$ cat src/rtl/inst_mem_loader.sv
// Assembles MSB-first UART bytes into instruction words and writes them to
// instruction memory from address 0 until the HALT word or memory end.
module inst_mem_loader #(
    parameter int unsigned PC_BITS          = 32,
    parameter int unsigned INSTRUCTION_BITS = 32,
    parameter int unsigned INST_ADDRS_BITS  = 10,
    parameter logic [INSTRUCTION_BITS-1:0] HALT_INST = '1
) (
    input  logic                        clk,
    input  logic                        rst,
    input  logic                        i_start,
    input  logic [7:0]                  i_rx_data,
    input  logic                        i_rx_done,
    output logic                        o_write_inst_mem,
    output logic [PC_BITS-1:0]          o_inst_mem_addr,
    output logic [INSTRUCTION_BITS-1:0] o_inst_mem_data,
    output logic                        o_busy,
    output logic                        o_done,
    output logic                        o_overflow
);

    localparam int unsigned N_BYTES = INSTRUCTION_BITS / 8;
    localparam int unsigned CNT_W   = $clog2(N_BYTES + 1);
    localparam logic [INST_ADDRS_BITS-1:0] LAST_ADDR = '1;
    localparam logic [CNT_W-1:0] LAST_BYTE = CNT_W'(N_BYTES - 1);

    typedef enum logic [1:0] {IDLE, RECV, WRITE, DONE} state_t;

    state_t                      state, state_next;
    logic [CNT_W-1:0]            byte_cnt;
    logic [INSTRUCTION_BITS-1:0] shift;
    logic [INSTRUCTION_BITS-1:0] shift_in;
    logic [INST_ADDRS_BITS-1:0]  addr;

    assign shift_in        = (shift << 8) | INSTRUCTION_BITS'(i_rx_data);
    assign o_inst_mem_addr = PC_BITS'(addr);

    always_ff @(posedge clk or negedge rst) begin
        if (!rst) state <= IDLE;
        else      state <= state_next;
    end

    always_comb begin
        state_next = state;
        case (state)
            IDLE, DONE: if (i_start) state_next = RECV;
            RECV:       if (i_rx_done && byte_cnt == LAST_BYTE) state_next = WRITE;
            WRITE: begin
                if (shift == HALT_INST || addr == LAST_ADDR) state_next = DONE;
                else                                         state_next = RECV;
            end
            default:    state_next = IDLE;
        endcase
    end

    // Status outputs are registered from the next state so they line up with it.
    always_ff @(posedge clk or negedge rst) begin
        if (!rst) begin
            byte_cnt         <= '0;
            shift            <= '0;
            addr             <= '0;
            o_write_inst_mem <= 1'b0;
            o_inst_mem_data  <= '0;
            o_busy           <= 1'b0;
            o_done           <= 1'b0;
            o_overflow       <= 1'b0;
        end else begin
            o_write_inst_mem <= (state_next == WRITE);
            o_busy           <= (state_next == RECV) || (state_next == WRITE);
            o_done           <= (state_next == DONE);
            case (state)
                IDLE, DONE: begin
                    if (i_start) begin
                        addr       <= '0;
                        byte_cnt   <= '0;
                        shift      <= '0;
                        o_overflow <= 1'b0;
                    end
                end
                RECV: begin
                    if (i_rx_done) begin
                        shift <= shift_in;
                        if (byte_cnt == LAST_BYTE) begin
                            byte_cnt        <= '0;
                            o_inst_mem_data <= shift_in;
                        end else begin
                            byte_cnt <= byte_cnt + CNT_W'(1);
                        end
                    end
                end
                WRITE: begin
                    if (state_next == DONE) begin
                        o_overflow <= (shift != HALT_INST);
                    end else begin
                        addr <= addr + INST_ADDRS_BITS'(1);
                        // A byte arriving during the write opens the next word.
                        if (i_rx_done) begin
                            shift    <= shift_in;
                            byte_cnt <= CNT_W'(1);
                        end
                    end
                end
                default: ;
            endcase
        end
    end

endmodule

$ cat config.mk
export PLATFORM = sky130hd
export DESIGN_NAME = inst_mem_loader
export DESIGN_NICKNAME = d
export VERILOG_FILES = /design/src/rtl/inst_mem_loader.sv
export SDC_FILE = /design/constraint.sdc
export NUM_CORES = 1
export LEC_CHECK = 0
export BUFFER_PORTS_ARGS = -buffer_cell sky130_fd_sc_hd__clkbuf_2
export CORE_MARGIN = 1.5
export CORE_UTILIZATION = 41
export CTS_BUF_LIST = sky130_fd_sc_hd__clkbuf_8
export DETAILED_ROUTE_END_ITERATION = 10
export PLACE_DENSITY_LB_ADDON = 0.1
export SLEW_MARGIN = 10
export SYNTH_ARGS = -nofsm -noshare
export SYNTH_HDL_FRONTEND = slang
export SYNTH_SLANG_ARGS = --single-unit
$ cat constraint.sdc
create_clock -name clk -period 6.2 [get_ports clk]
set_input_delay 0.62 -clock clk [delete_from_list [all_inputs] [get_ports clk]]
set_output_delay 0.62 -clock clk [all_outputs]
set_load 0.05 [all_outputs]
* Word-level counts from Yosys, hierarchy flattened
Cells that the tools add are included.
** Storage, ports and cells
- Logic and storage cells :: 58
- ROM bits :: 0
- Memories :: 0
- Bits of input ports :: 12
- Memory bits (writable) :: 0
- Output and inout bits :: 68
- Latch bits :: 0
- Register bits after elaboration :: 83
** Operators by class
- $mul :: 0
- Magnitude comparators :: 0
- Equal/unequal tests :: 15
- Div/mod/pow operators :: 0
- Shift operators :: 0
- Bitwise logic cells :: 1
- Muxes and demuxes :: 20
- Reductions and logical operators :: 11
- $add $sub $neg :: 2
** Operators with widths (number)
- two-way mux 32 bit :: 3
- case mux 32 bit (3 select lines) :: 1
- equality test 32 bit, second input constant :: 1
- != test 32 bit, second input constant :: 1
- bitwise OR 32 x 8 -> 32 bit :: 1
- two-way mux 10 bit :: 2
- case mux 10 bit (2 select lines) :: 1
- two-way mux 3 bit :: 5
- adder 10 x 1 -> 10 bit, second input constant :: 1
- equality test 10 bit, second input constant :: 1
- != test 2 bit, second input constant :: 5
- case mux 3 bit (3 select lines) :: 1
- AND reduction 3 bit :: 3
- equality test 2 bit, second input constant :: 4
- two-way mux 2 bit :: 3
- case mux 2 bit (3 select lines) :: 1
- equality test 2 x 1 -> 1 bit, second input constant :: 2
- AND reduction 4 bit :: 1
- adder 3 x 1 -> 3 bit, second input constant :: 1
- equality test 3 x 2 -> 1 bit, second input constant :: 1
- logical NOT 2 bit :: 1
- logical OR 1 bit :: 2
- two-way mux 1 bit :: 2
- case mux 1 bit (2 select lines) :: 1
- 4 further kinds :: 4

* Depth between registers and ports, before layout
- Depth after elaboration :: 7
- Gate-level depth with buffers :: 13
- Depth with buffers taken out :: 11

* Worst setup path before layout
OpenSTA, ideal clock, no wires.
- Path type :: flip-flop to flip-flop
- Start point :: register addr[3]
- End point :: register addr[4]
- Cell stages (with the launch flop) :: 10
- Slack :: 3206 ps
- Clock period less this slack :: 2994 ps
- Required time :: 6080 ps
- Path buffers :: 1
- Data arrival time :: 2874 ps
- Library setup time :: 120 ps
- Cells stage by stage :: dfrtp_1 > and4_1 > nand3_1 > or4_1 > o311ai_0 > ha_1 > and2_1 > buf_1 > nor3_1 > a31o_2
** Between the ends
- Word-level cells in the longest chain between the ends :: 7
- Elaborated cells on any way between the ends :: 10
- Classes of those cells :: add/sub: 1; eq/ne: 3; mux: 4; reduce/logical: 2
** RTL lines
- start: declaration :: RTL line 33 : logic [INST_ADDRS_BITS-1:0] addr;
- start signal: assignment :: RTL line 95 : addr <= addr + INST_ADDRS_BITS'(1);
- equality test 10 bit :: RTL line 49 : if (shift == HALT_INST || addr == LAST_ADDR) state_next = DONE;
- logical OR 1 bit :: RTL line 49
- two-way mux 2 bit :: RTL line 49
- case mux 2 bit (3 select lines) :: RTL line 45 : case (state)
- named net state_next[1] :: RTL line 29 : state_t state, state_next;
- equality test 2 bit :: RTL line 92 : if (state_next == DONE) begin
- != test 2 bit (no source line)
- AND reduction 3 bit (no source line)
The timed path passes the listed nets, and every way through them passes these cells. The select of a mux whose other input is x is not followed.
A chain may end at the register's enable or synchronous reset.

* Final worst setup path
- Start point :: register state[0]
- End point :: register shift[2]
** Between the ends
- Word-level cells in the longest chain between the ends :: 6
- Elaborated cells on any way between the ends :: 13
- Classes of those cells :: eq/ne: 6; mux: 4; reduce/logical: 3
** RTL lines
- start: declaration :: RTL line 29
- start signal: assignment :: RTL line 40 : else state <= state_next;
- equality test 2 bit or logical NOT 2 bit (tied branches) :: RTL line 45
- OR reduction 2 bit :: RTL line 45
- case mux 2 bit (3 select lines) (*) :: RTL line 45
- named net state_next[1] :: RTL line 29
- equality test 2 bit (*) :: RTL line 92
- != test 2 bit (no source line) (*)
- AND reduction 2 bit (no source line) (*)
- end signal: assignment :: RTL line 82 : shift <= shift_in;
- end signal: assignment :: RTL line 98 : shift <= shift_in;
- end: declaration :: RTL line 31 : logic [INSTRUCTION_BITS-1:0] shift;
Mark *: on every way through the listed nets, which the timed path passes. The rest lies on a longest branch.

==> impl_metrics.ini <==
[layout]
drive_gt1_share_pct = 28.0
final_nets = 423
utilization_pct = 47.3
n_antenna_cell = 0
fillers = 870
layout_commonest_cell = dfrtp_1
syn2layout_area_growth_pct = 12.6
final_cell_mix = 83 x dfrtp_1, 56 x clkbuf_2, 44 x nand2_1
final_area_mm2 = 0.00433

[routing]
avgViaCountPerCell = 4.98
drc = 0
post_drt_wl_per_cell_um = 14.3
ant_nets = 0
vias = 2596
first_iter_violations = 130
drt-total-wl_um = 7470
drt_first_pass_iters = 4

[logic_synthesis]
seq_area_frac_synth_pct = 54.0
syn_area_mm2 = 0.00384
synth-seq-cells = 83
yosysWarnings = 0
syn_area_per_cell_um2 = 10.9
synth_cells = 353
ys.flop_type = dfrtp_1
synth_cell_type_count = 45
synth_edf_count = 0
synthArstFlopShare_pct = 100

[pwr]
peakVddDrop_v = 0.000250
power_mw = 1.88
power.internal_mw = 1.08
p_clk_share_pct = 21.1
power_density_mw_per_mm2 = 434
p_leak_nw = 2.11
swShare_pct = 42.4
power_frac_seq_pct = 42.9
pwr-share-comb_pct = 36.0
switchingPower_uw = 795

[grt]
grt_overflow = 0
grt_pass1_wl_um = 12800
grt.total_usage_pct = 16.3
grt_start_max_net_pins = 84
antenna_found_initial = 0
grt_pass1_vias = 2553

[setup_path]
r2r_slack_ns = 2.57
regToRegStartpoint = state[0]
cp-start-kind = flop
rr_worst_depth = 10
required_ns = 6.43
crit_arrival_ns = 3.86
startpoint = state[0]
worst-path-max-fanout = 33
critPathKind = reg -> reg
crit_path_end_kind = flop
r2r_end = shift[2]
crit_slowest_cell = nand2_1
path_cells = inv_1 > ha_1 > inv_1 > or4_1 > o311ai_0 > ha_1 > nand2_1 > nand2_1 > buf_4 > o21ai_0
max_stage_delay_ns = 0.65

[floorplan]
num_rows = 35
start_util_pct = 42.0
dieArea_mm2 = 0.00997
die_h_um = 99.8
fp.dieW_um = 99.8
core_area_mm2 = 0.00915
ioPinCount = 80

[timing]
fin_tns_setup_ns = 0
worst_pin_slew_ns = 1.03
period_share_pct = 58.6
max_slew_margin_pct = 31.4
fin_crit_ns = 3.63
rsz0062_at_grt = no
max_freq_mhz = 275
final.setup_skew_ns = 0.00739
maxSlewViolCount = 0
setup_viol = 0
hold_viol_final = 0

[flow_run]
cap_violations = 0

[clock_network]
clk_pin_slew_ns = 0.09
cts_buffer_depth = 2
worstSkewPairLatency_ns = 0.35
cts-root-buf = clkbuf_8
ctsHoldBuffers = 0
cts_repair_resize_count = 0
cts_htree_levels = 3
cts_tree = done
cts_sinks = 83
cts_buffers = 9
post_cts_buffers = 0

[place]
post-dp-hpwl_um = 5030
finalWeightedCongestion = 0.763
io_buffers = 57
dpl_cell_area_mm2 = 0.00413

[hold_path]
hold_class = in -> async

[outcome]
status = complete, no violations
==> metrics by stage <==
step	setup slack (ns)	instances	hold WS [ns]
after floorplan	3.21	374	0.324
after global placement	2.69	505	0.469
after detailed placement	2.54	505	0.479
after CTS	2.52	521	0.485
after global routing	2.11	521	0.495
final	2.57	521	0.427
==> state kept, by name (all words and copies together) (netlist names) <==
name / count
o_done: 1
byte_cnt: 3
state: 2
shift: 32
o_overflow: 1
o_busy: 1
addr: 10
o_inst_mem_data: 32
o_write_inst_mem: 1
==> metal layers <==
layer  GRT usage [%]  routed length [um]  share of wire [%]  up-vias
li1                -                   -                  -     1270
met1            23.2                3700                 50     1255
met2            24.3                3410                 46       62
met3            3.90                 270                3.6        9
met4            6.18                  93                1.2        0
met5               0                   0                  0        -
==> cell type report <==
| cell class | count | area [um^2] | share of cell area, % |
|---|---|---|---|
| well taps | 111 | 139 | 3.21 |
| repair buffers | 60 | 310 | 7.17 |
| flip-flops and latches | 83 | 2080 | 48.0 |
| multi-input cells | 247 | 1590 | 36.6 |
| clock buffers | 10 | 138 | 3.18 |
| clock inverters | 6 | 65.1 | 1.50 |
| inverters | 4 | 15.0 | 0.347 |
==> cell families after synthesis <==
group                    share of synthesized area (%)
other                                           0.0975
AND/OR/NAND/NOR                                   16.9
flip-flops                                        54.0
buffers and inverters                             6.77
AO/OA/AOI/OAI                                     7.94
multiplexers                                      11.4
XOR/XNOR                                         0.911
adder cells (fa/ha/maj)                           1.95
==> cells in the mapped netlist, types with 2 or more instances <==
cell / number / area (um^2)
xnor2_1: 3 / 26.3
nand3b_1: 3 / 22.5
clkbuf_1: 13 / 48.8
a21oi_1: 6 / 30.0
buf_1: 2 / 7.51
inv_1: 4 / 15.0
mux2i_1: 2 / 20.0
dfrtp_1: 83 / 2080
ha_1: 6 / 75.1
nand4_1: 8 / 50.1
nand3_1: 5 / 25.0
nor2b_1: 2 / 12.5
nor4_1: 4 / 25.0
mux2_2: 36 / 405
nor2_1: 14 / 52.6
nand2b_1: 35 / 219
nand2_1: 44 / 165
a31o_2: 2 / 17.5
buf_4: 23 / 173
o21ai_0: 33 / 165
==> worst max path at each step <==
stage                endpoint  slack, ns
floorplan             addr[4]       3.21
global placement    shift[15]       2.69
detailed placement   shift[2]       2.54
CTS                  shift[2]       2.52
global route         shift[1]       2.11
finish               shift[2]       2.57
==> worst max-delay path, delay by kind of cell (launching register included) <==
kind | cells | cell delay [ns]
DFF | 1 | 0.40
AOI/OAI and AO/OA | 2 | 0.32
buffers and inverters | 3 | 0.67
adders and majority gates | 2 | 0.78
and+or+nand+nor | 3 | 1.33
==> power groups by stage <==
stage	logic (mW)	clock network, mW	registers, mW
2_1_floorplan	0.317	0	1.02
3_3_place_gp	0.679	0	0.815
3_5_place_dp	0.682	0	0.819
4_1_cts	0.684	0.410	0.808
5_1_grt	0.731	0.438	0.830
6_report	0.675	0.396	0.806
No activity file was read; power rests on OpenSTA's default activity.
